`src/rtl/univ_shift_pkg.sv`:
```
// Shared encodings for the universal shift register: idle ops, FSM states
// and the per-bit next-value select used by shift_cell.
package univ_shift_pkg;

  typedef enum logic [1:0] {
    OP_HOLD = 2'b00,
    OP_SHL  = 2'b01,
    OP_SHR  = 2'b10,
    OP_LOAD = 2'b11
  } op_e;

  typedef enum logic [1:0] {
    ST_IDLE  = 2'b00,
    ST_SHIFT = 2'b01,
    ST_DONE  = 2'b10
  } state_e;

  // LEFT takes the lower-index neighbour (shift toward MSB), RIGHT the upper.
  typedef enum logic [1:0] {
    SEL_HOLD  = 2'b00,
    SEL_LEFT  = 2'b01,
    SEL_RIGHT = 2'b10,
    SEL_LOAD  = 2'b11
  } sel_e;

endpackage

```
`src/rtl/shift_cell.sv`:
```
// One register bit: 4:1 next-value mux (hold / left / right / load) into a
// flop with synchronous active-high reset.
module shift_cell
  import univ_shift_pkg::*;
(
  input  logic       clk,
  input  logic       rst,
  input  logic [1:0] sel_i,
  input  logic       left_i,
  input  logic       right_i,
  input  logic       d_i,
  output logic       q_o
);

  logic q_q;
  logic q_d;

  always_comb begin
    q_d = q_q;
    case (sel_e'(sel_i))
      SEL_HOLD:  q_d = q_q;
      SEL_LEFT:  q_d = left_i;
      SEL_RIGHT: q_d = right_i;
      SEL_LOAD:  q_d = d_i;
      default:   q_d = q_q;
    endcase
  end

  always_ff @(posedge clk) begin
    if (rst) begin
      q_q <= 1'b0;
    end else begin
      q_q <= q_d;
    end
  end

  assign q_o = q_q;

endmodule

```
`src/rtl/univ_shift_register.sv`:
```
// Universal shift register with idle ops and a load-then-serialise burst.
// Define UNIV_SHIFT_ROTATE_EN to let rot select rotate fill instead of Sin.
module univ_shift_register
  import univ_shift_pkg::*;
#(
  parameter int N = 8
) (
  input  logic         clk,
  input  logic         rst,
  input  logic [1:0]   op,
  input  logic         Sin,
  input  logic         rot,
  input  logic [N-1:0] D,
  input  logic         start,
  input  logic         dir,
  output logic [N-1:0] Q,
  output logic         Sout,
  output logic         busy,
  output logic         done,
  output logic [1:0]   state_o
);

  localparam int CW = $clog2(N) + 1;
  localparam logic [CW-1:0] CNT_LAST = CW'(N - 1);

  state_e        state_q, state_d;
  logic          dir_q, dir_d;
  logic [CW-1:0] cnt_q, cnt_d;
  sel_e          sel;
  logic          fill_shl;
  logic          fill_shr;
  logic [N-1:0]  q_bits;
  logic [N-1:0]  left_nb;
  logic [N-1:0]  right_nb;

`ifdef UNIV_SHIFT_ROTATE_EN
  // Rotate fill is the bit leaving the opposite end.
  assign fill_shl = rot ? q_bits[N-1] : Sin;
  assign fill_shr = rot ? q_bits[0]   : Sin;
`else
  logic unused_rot;
  assign unused_rot = rot;
  assign fill_shl   = Sin;
  assign fill_shr   = Sin;
`endif

  assign left_nb  = {q_bits[N-2:0], fill_shl};
  assign right_nb = {fill_shr, q_bits[N-1:1]};

  for (genvar i = 0; i < N; i++) begin : g_cell
    shift_cell u_cell (
      .clk    (clk),
      .rst    (rst),
      .sel_i  (sel),
      .left_i (left_nb[i]),
      .right_i(right_nb[i]),
      .d_i    (D[i]),
      .q_o    (q_bits[i])
    );
  end

  // start wins over op in IDLE; SHIFT and DONE ignore both.
  always_comb begin
    state_d = state_q;
    dir_d   = dir_q;
    cnt_d   = cnt_q;
    sel     = SEL_HOLD;
    case (state_q)
      ST_IDLE: begin
        if (start) begin
          sel     = SEL_LOAD;
          dir_d   = dir;
          cnt_d   = '0;
          state_d = ST_SHIFT;
        end else begin
          case (op_e'(op))
            OP_SHL: begin
              sel   = SEL_LEFT;
              dir_d = 1'b0;
            end
            OP_SHR: begin
              sel   = SEL_RIGHT;
              dir_d = 1'b1;
            end
            OP_LOAD: sel = SEL_LOAD;
            default: sel = SEL_HOLD;
          endcase
        end
      end
      ST_SHIFT: begin
        sel   = dir_q ? SEL_RIGHT : SEL_LEFT;
        cnt_d = cnt_q + CW'(1);
        if (cnt_q == CNT_LAST) begin
          state_d = ST_DONE;
        end
      end
      ST_DONE: begin
        state_d = ST_IDLE;
      end
      default: begin
        state_d = ST_IDLE;
      end
    endcase
  end

  always_ff @(posedge clk) begin
    if (rst) begin
      state_q <= ST_IDLE;
      dir_q   <= 1'b0;
      cnt_q   <= '0;
    end else begin
      state_q <= state_d;
      dir_q   <= dir_d;
      cnt_q   <= cnt_d;
    end
  end

  assign Q       = q_bits;
  assign Sout    = dir_q ? q_bits[0] : q_bits[N-1];
  assign busy    = (state_q == ST_SHIFT);
  assign done    = (state_q == ST_DONE);
  assign state_o = state_q;

endmodule

```
`config.mk`:
```
export PLATFORM = sky130hd
export DESIGN_NAME = univ_shift_register
export DESIGN_NICKNAME = d
export VERILOG_FILES = /design/src/rtl/univ_shift_pkg.sv /design/src/rtl/shift_cell.sv /design/src/rtl/univ_shift_register.sv
export SDC_FILE = /design/constraint.sdc
export NUM_CORES = 1
export LEC_CHECK = 0
export ABC_AREA = 1
export ABC_CLOCK_PERIOD_IN_PS = 3730
export CAP_MARGIN = 0
export CORE_ASPECT_RATIO = 1.25
export CORE_UTILIZATION = 40
export DETAILED_ROUTE_END_ITERATION = 8
export GPL_TIMING_DRIVEN = 0
export MAX_ROUTING_LAYER = met4
export PLACE_DENSITY = 0.69
export SYNTH_ARGS = -nofsm -noshare
export SYNTH_HDL_FRONTEND = slang
export SYNTH_SLANG_ARGS = --single-unit
```
`constraint.sdc`:
```
create_clock -name clk -period 3.73 [get_ports clk]
set_clock_uncertainty 0.05 [all_clocks]
set_input_delay 0.373 -clock clk [delete_from_list [all_inputs] [get_ports clk]]
set_output_delay 0.373 -clock clk [all_outputs]
set_load 0.01 [all_outputs]
```
# == Word level (Yosys, flattened, before mapping) ==
# Cells that the tools add are included.
# classes
addsub,1
n_eq_ne,11
muxes,20
reduce_logical,7
# op_table
op,count
one-hot mux 1 bit (3 select lines),8
"== test 2 bit, second input constant",5
2-to-1 mux 2 bit,4
one-hot mux 2 bit (2 select lines),2
one-hot mux 4 bit (2 select lines),1
"== test 2 x 1 -> 1 bit, second input constant",3
one-hot mux 2 bit (3 select lines),1
AND reduction 2 bit,3
"adder 4 x 1 -> 4 bit, second input constant",1
"== test 4 x 3 -> 1 bit, second input constant",1
zero test 2 bit,2
2-to-1 mux 4 bit,1
nonzero test 3 bit,1
2-to-1 mux 1 bit,2
"inequality test 2 x 1 -> 1 bit, second input constant",1
"inequality test 2 bit, second input constant",1
one-hot mux 1 bit (2 select lines),1
nonzero test 2 bit,1
# totals
reg_bits,15
input_bits,16
out_inout_bits,13

# == Longest topological paths before layout ==
# depth
depth_word,6
ltp_mapped,10
depth_no_buf,10

# == Modules after synthesis ==
# Synthesis repeated with hierarchy kept, for this count alone.
# hier_totals
cells_unflattened,177
area_unflattened_um2,970.9
# by_module_without_submodules
module,instances,cells_per_inst,area_per_inst_um2,seq_area_each_um2
shift_cell,8,14,72.6,20.0
univ_shift_register,1,65,390.4,140.1

# == Least setup slack after synthesis ==
# Ideal clock, no wire load.
# synth_timing
path_kind,reg-to-reg
from,"register state_q[0], in the netlist state_o[0]"
to,register g_cell[0].u_cell.q_q
arrival_ns,1.152
slack_ns,2.420
stages_incl_launch_ff,10
path_buffers,1
synth_period_minus_slack_ns,1.310
path_cell_list,dfxtp_1 -> nor2_2 -> nand2_2 -> nand2_4 -> nor2_4 -> buf_8 -> nor2_2 -> nand3_1 -> nand2_1 -> inv_1
# synth_via
elab_chain_len,4
word_cells_on_any_way,8
classes_between,eq/ne: 4; mux: 2; reduce/logical: 2
# synth_rtl
item,line,source
start: declaration,univ_shift_register.sv:26,"state_e state_q, state_d;"
start signal: assignment,univ_shift_register.sv:112,state_q <= state_d;
== test 2 x 1 -> 1 bit or zero test 2 bit (tied branches),univ_shift_register.sv:68,case (state_q)
one-hot mux 2 bit (2 select lines) *,univ_shift_register.sv:68,
== test 2 bit or == test 2 x 1 -> 1 bit (tied branches),shift_cell.sv:20,case (sel_e'(sel_i))
one-hot mux 1 bit (3 select lines),shift_cell.sv:20,
end signal: assignment,shift_cell.sv:33,q_q <= q_d;
end: declaration,shift_cell.sv:15,logic q_q;
# Every way passes the cells marked *; elsewhere a longest branch is shown, timed or not.
# A chain may end at the register's enable or synchronous reset.

# == Final worst setup path ==
# layout_timing
from,"register state_q[0], in the netlist state_o[0]"
to,output busy
# layout_via
elab_chain_len,1
# layout_rtl
item,line,source
== test 2 x 1 -> 1 bit,univ_shift_register.sv:120,assign busy = (state_q == ST_SHIFT);
end: declaration,univ_shift_register.sv:18,"output logic busy,"
# No other way between the ends.

==> flow_summary.json <==
{
  "cts_root_buf": "clkbuf_4",
  "grt_pass1_wl_um": 3750,
  "area_growth_pct": 33.8,
  "synth-main-ff-cell": "dfxtp_1",
  "peakVddDrop_mv": 0.225,
  "ys_ff_latch": 15,
  "hold_viol": 0,
  "post-route-period-util_pct": 54.9,
  "die_y_um": 57.7,
  "placeableCoreArea_um2": 2280,
  "row_count": 19,
  "wl_met3_um": 109,
  "dp.final_hpwl_um": 1710,
  "fmax_ghz": 0.488,
  "clk_pin_slew_worst_paths_ps": 90,
  "synth.most_common_cell": "nand3_1",
  "multi_input_comb_area_um2": 493,
  "synth_top_cell_area_share_pct": 30.2,
  "status": "finished, final reports clean",
  "yosysUniqueCellTypes": 21,
  "place_area_um2": 1300,
  "maxSlewHeadroom_pct": 79.0,
  "dr.pass1.iters": 4,
  "wl_per_cell_um": 10.5,
  "cp_max_fo": 6,
  "tightest_slew_ps": 314,
  "fin_tns_setup_ps": 0,
  "cp_data_required_time_ps": 3310,
  "setup_viol": 0,
  "regToRegSetupSlack_ps": 2300,
  "routabilityCongestion": 0.818,
  "die_w_um": 46.6,
  "dr_wl_met2_um": 1170,
  "design_area_um2": 1330,
  "ctsResizeCount": 0,
  "finalWirelength_um": 2240,
  "drive_gt1_share_pct": 15.9,
  "first_global_vias": 931,
  "ys_top_cells_by_area": "dfxtp_1 (30%), nand3_1 (15%), inv_1 (9.1%)",
  "end_kind": "output port",
  "antenna_cells": 0,
  "drtAntennaViolNets": 0,
  "fin_crit_ps": 2050,
  "maxCapViolCount": 0,
  "worstPathArrival_ps": 1620,
  "portBuffers": 27,
  "clk_latency_ps": 280,
  "io-pin-count": 29,
  "drv_slew": 0,
  "min_path_type": "reg -> reg",
  "synth_top_area_cell": "dfxtp_1",
  "ys_seq_area_share_pct": 30.2,
  "antenna_found_initial": 0,
  "clock-sinks": 15,
  "p_leak_nw": 0.627,
  "synth_edf_count": 0,
  "async_flop_share_pct": 0,
  "fillers": 256,
  "start_util_pct": 43.5,
  "clockBufferDepth": 2,
  "via_per_inst": 4.82,
  "register_area_um2": 300,
  "ys_top_cells_by_count": "nand3_1 (29), inv_1 (24), nand2_1 (20)",
  "num_vias": 1027,
  "cts_buffers": 3,
  "dr.first_iter.drc_count": 8,
  "die_area_um2": 2690,
  "cts_setup_buffers": 0,
  "tritoncts": "done",
  "crit_type": "reg -> out",
  "synth_area_um2": 993,
  "grt_max_degree": 11,
  "nets": 200,
  "gr-usage-all-layers_pct": 19.3,
  "rsz0062_at_grt": "no",
  "avgSynthCellArea_um2": 6.58,
  "worstSetupStartpointType": "register",
  "gr-total-overflow": 0,
  "highest_layer": "met4",
  "pwr_density_cell_nw_per_um2": 326,
  "cts-htree-levels": 1,
  "hold_buffers": 0,
  "ys_warn_count": 0,
  "synthCells": 151,
  "synth_nets": 168,
  "drc": 0,
  "wl_met1_um": 930
}
-- flip-flops by register name, indices dropped and copies added, names as in the netlist --
name               cells
state_o                2
g_cell.u_cell.q_o      8
cnt_q                  4
dir_q                  1
-- cell families (layout without fill, tap and decap cells) --
| logic type | after synthesis | count (layout) | share of synthesized area [%] |
|---|---|---|---|
| buffers and inverters | 38 | 69 | 20.2 |
| and+or+nand+nor | 78 | 78 | 37.5 |
| AOI/OAI and AO/OA | 19 | 19 | 10.8 |
| adders and majority gates | 1 | 1 | 1.26 |
| DFF | 15 | 15 | 30.2 |
-- layout by cell type, fill, tap and decap left out, types with 6 or more instances in the layout --
master and count:
a21oi_1 10, buf_4 8, clkdlybuf4s50_1 27, dfxtp_1 15, inv_1 24, nand2_1 20
nand3_1 29, nor2_1 17, nor2_2 6, o21ai_0 6
-- metal layers --
layer,track usage [%],vias to the layer above
li1,-,534
met1,21.5,459
met2,33.1,30
met3,2.18,4
met4,7.98,0
met5,-,-
-- final timing paths --
| path | startpoint | to | cells past startpoint |
|---|---|---|---|
| worst min-delay path | cnt_q[3] | cnt_q[3] | 1 |
| worst max-delay path | state_o[0] | busy | 3 |
| worst min register to register | cnt_q[3] | cnt_q[3] | 1 |
| worst max register to register | state_o[1] | g_cell[6].u_cell.q_o | 9 |
-- power by group --
group	internal [mW]	total, mW	switching (mW)
Combinational	0.0799	0.153	0.0736
Sequential	0.174	0.185	0.0114
Clock	0.0415	0.0946	0.0531
-- worst max-delay path, cell delays in order (launching register included) --
cell and delay (ps):
dfxtp_1 430, inv_1 120, nor2_2 210, clkdlybuf4s50_1 580
-- through the flow --
step / cells / util [%] / total power, mW / worst slack [ps] / hold WS, ps
floorplan: 151 / - / 0.285 / 2420 / 355
global placement: 209 / 57.1 / 0.341 / 1810 / 364
detailed placement: 209 / 57.1 / 0.343 / 1800 / 378
CTS: 213 / 58.2 / 0.440 / 1670 / 399
global route: 213 / 58.2 / 0.462 / 1570 / 413
finish: 213 / 58.2 / 0.433 / 1680 / 398
-- area by class of cell --
class | instances | share of cell area, %
repair buffers | 27 | 20.3
inverters | 26 | 7.34
multi-input cells | 98 | 37.1
well taps | 31 | 2.92
plain buffers | 12 | 7.72
clock buffers | 4 | 1.98
flip-flops and latches | 15 | 22.6
Power figures use the tool's default switching activity.
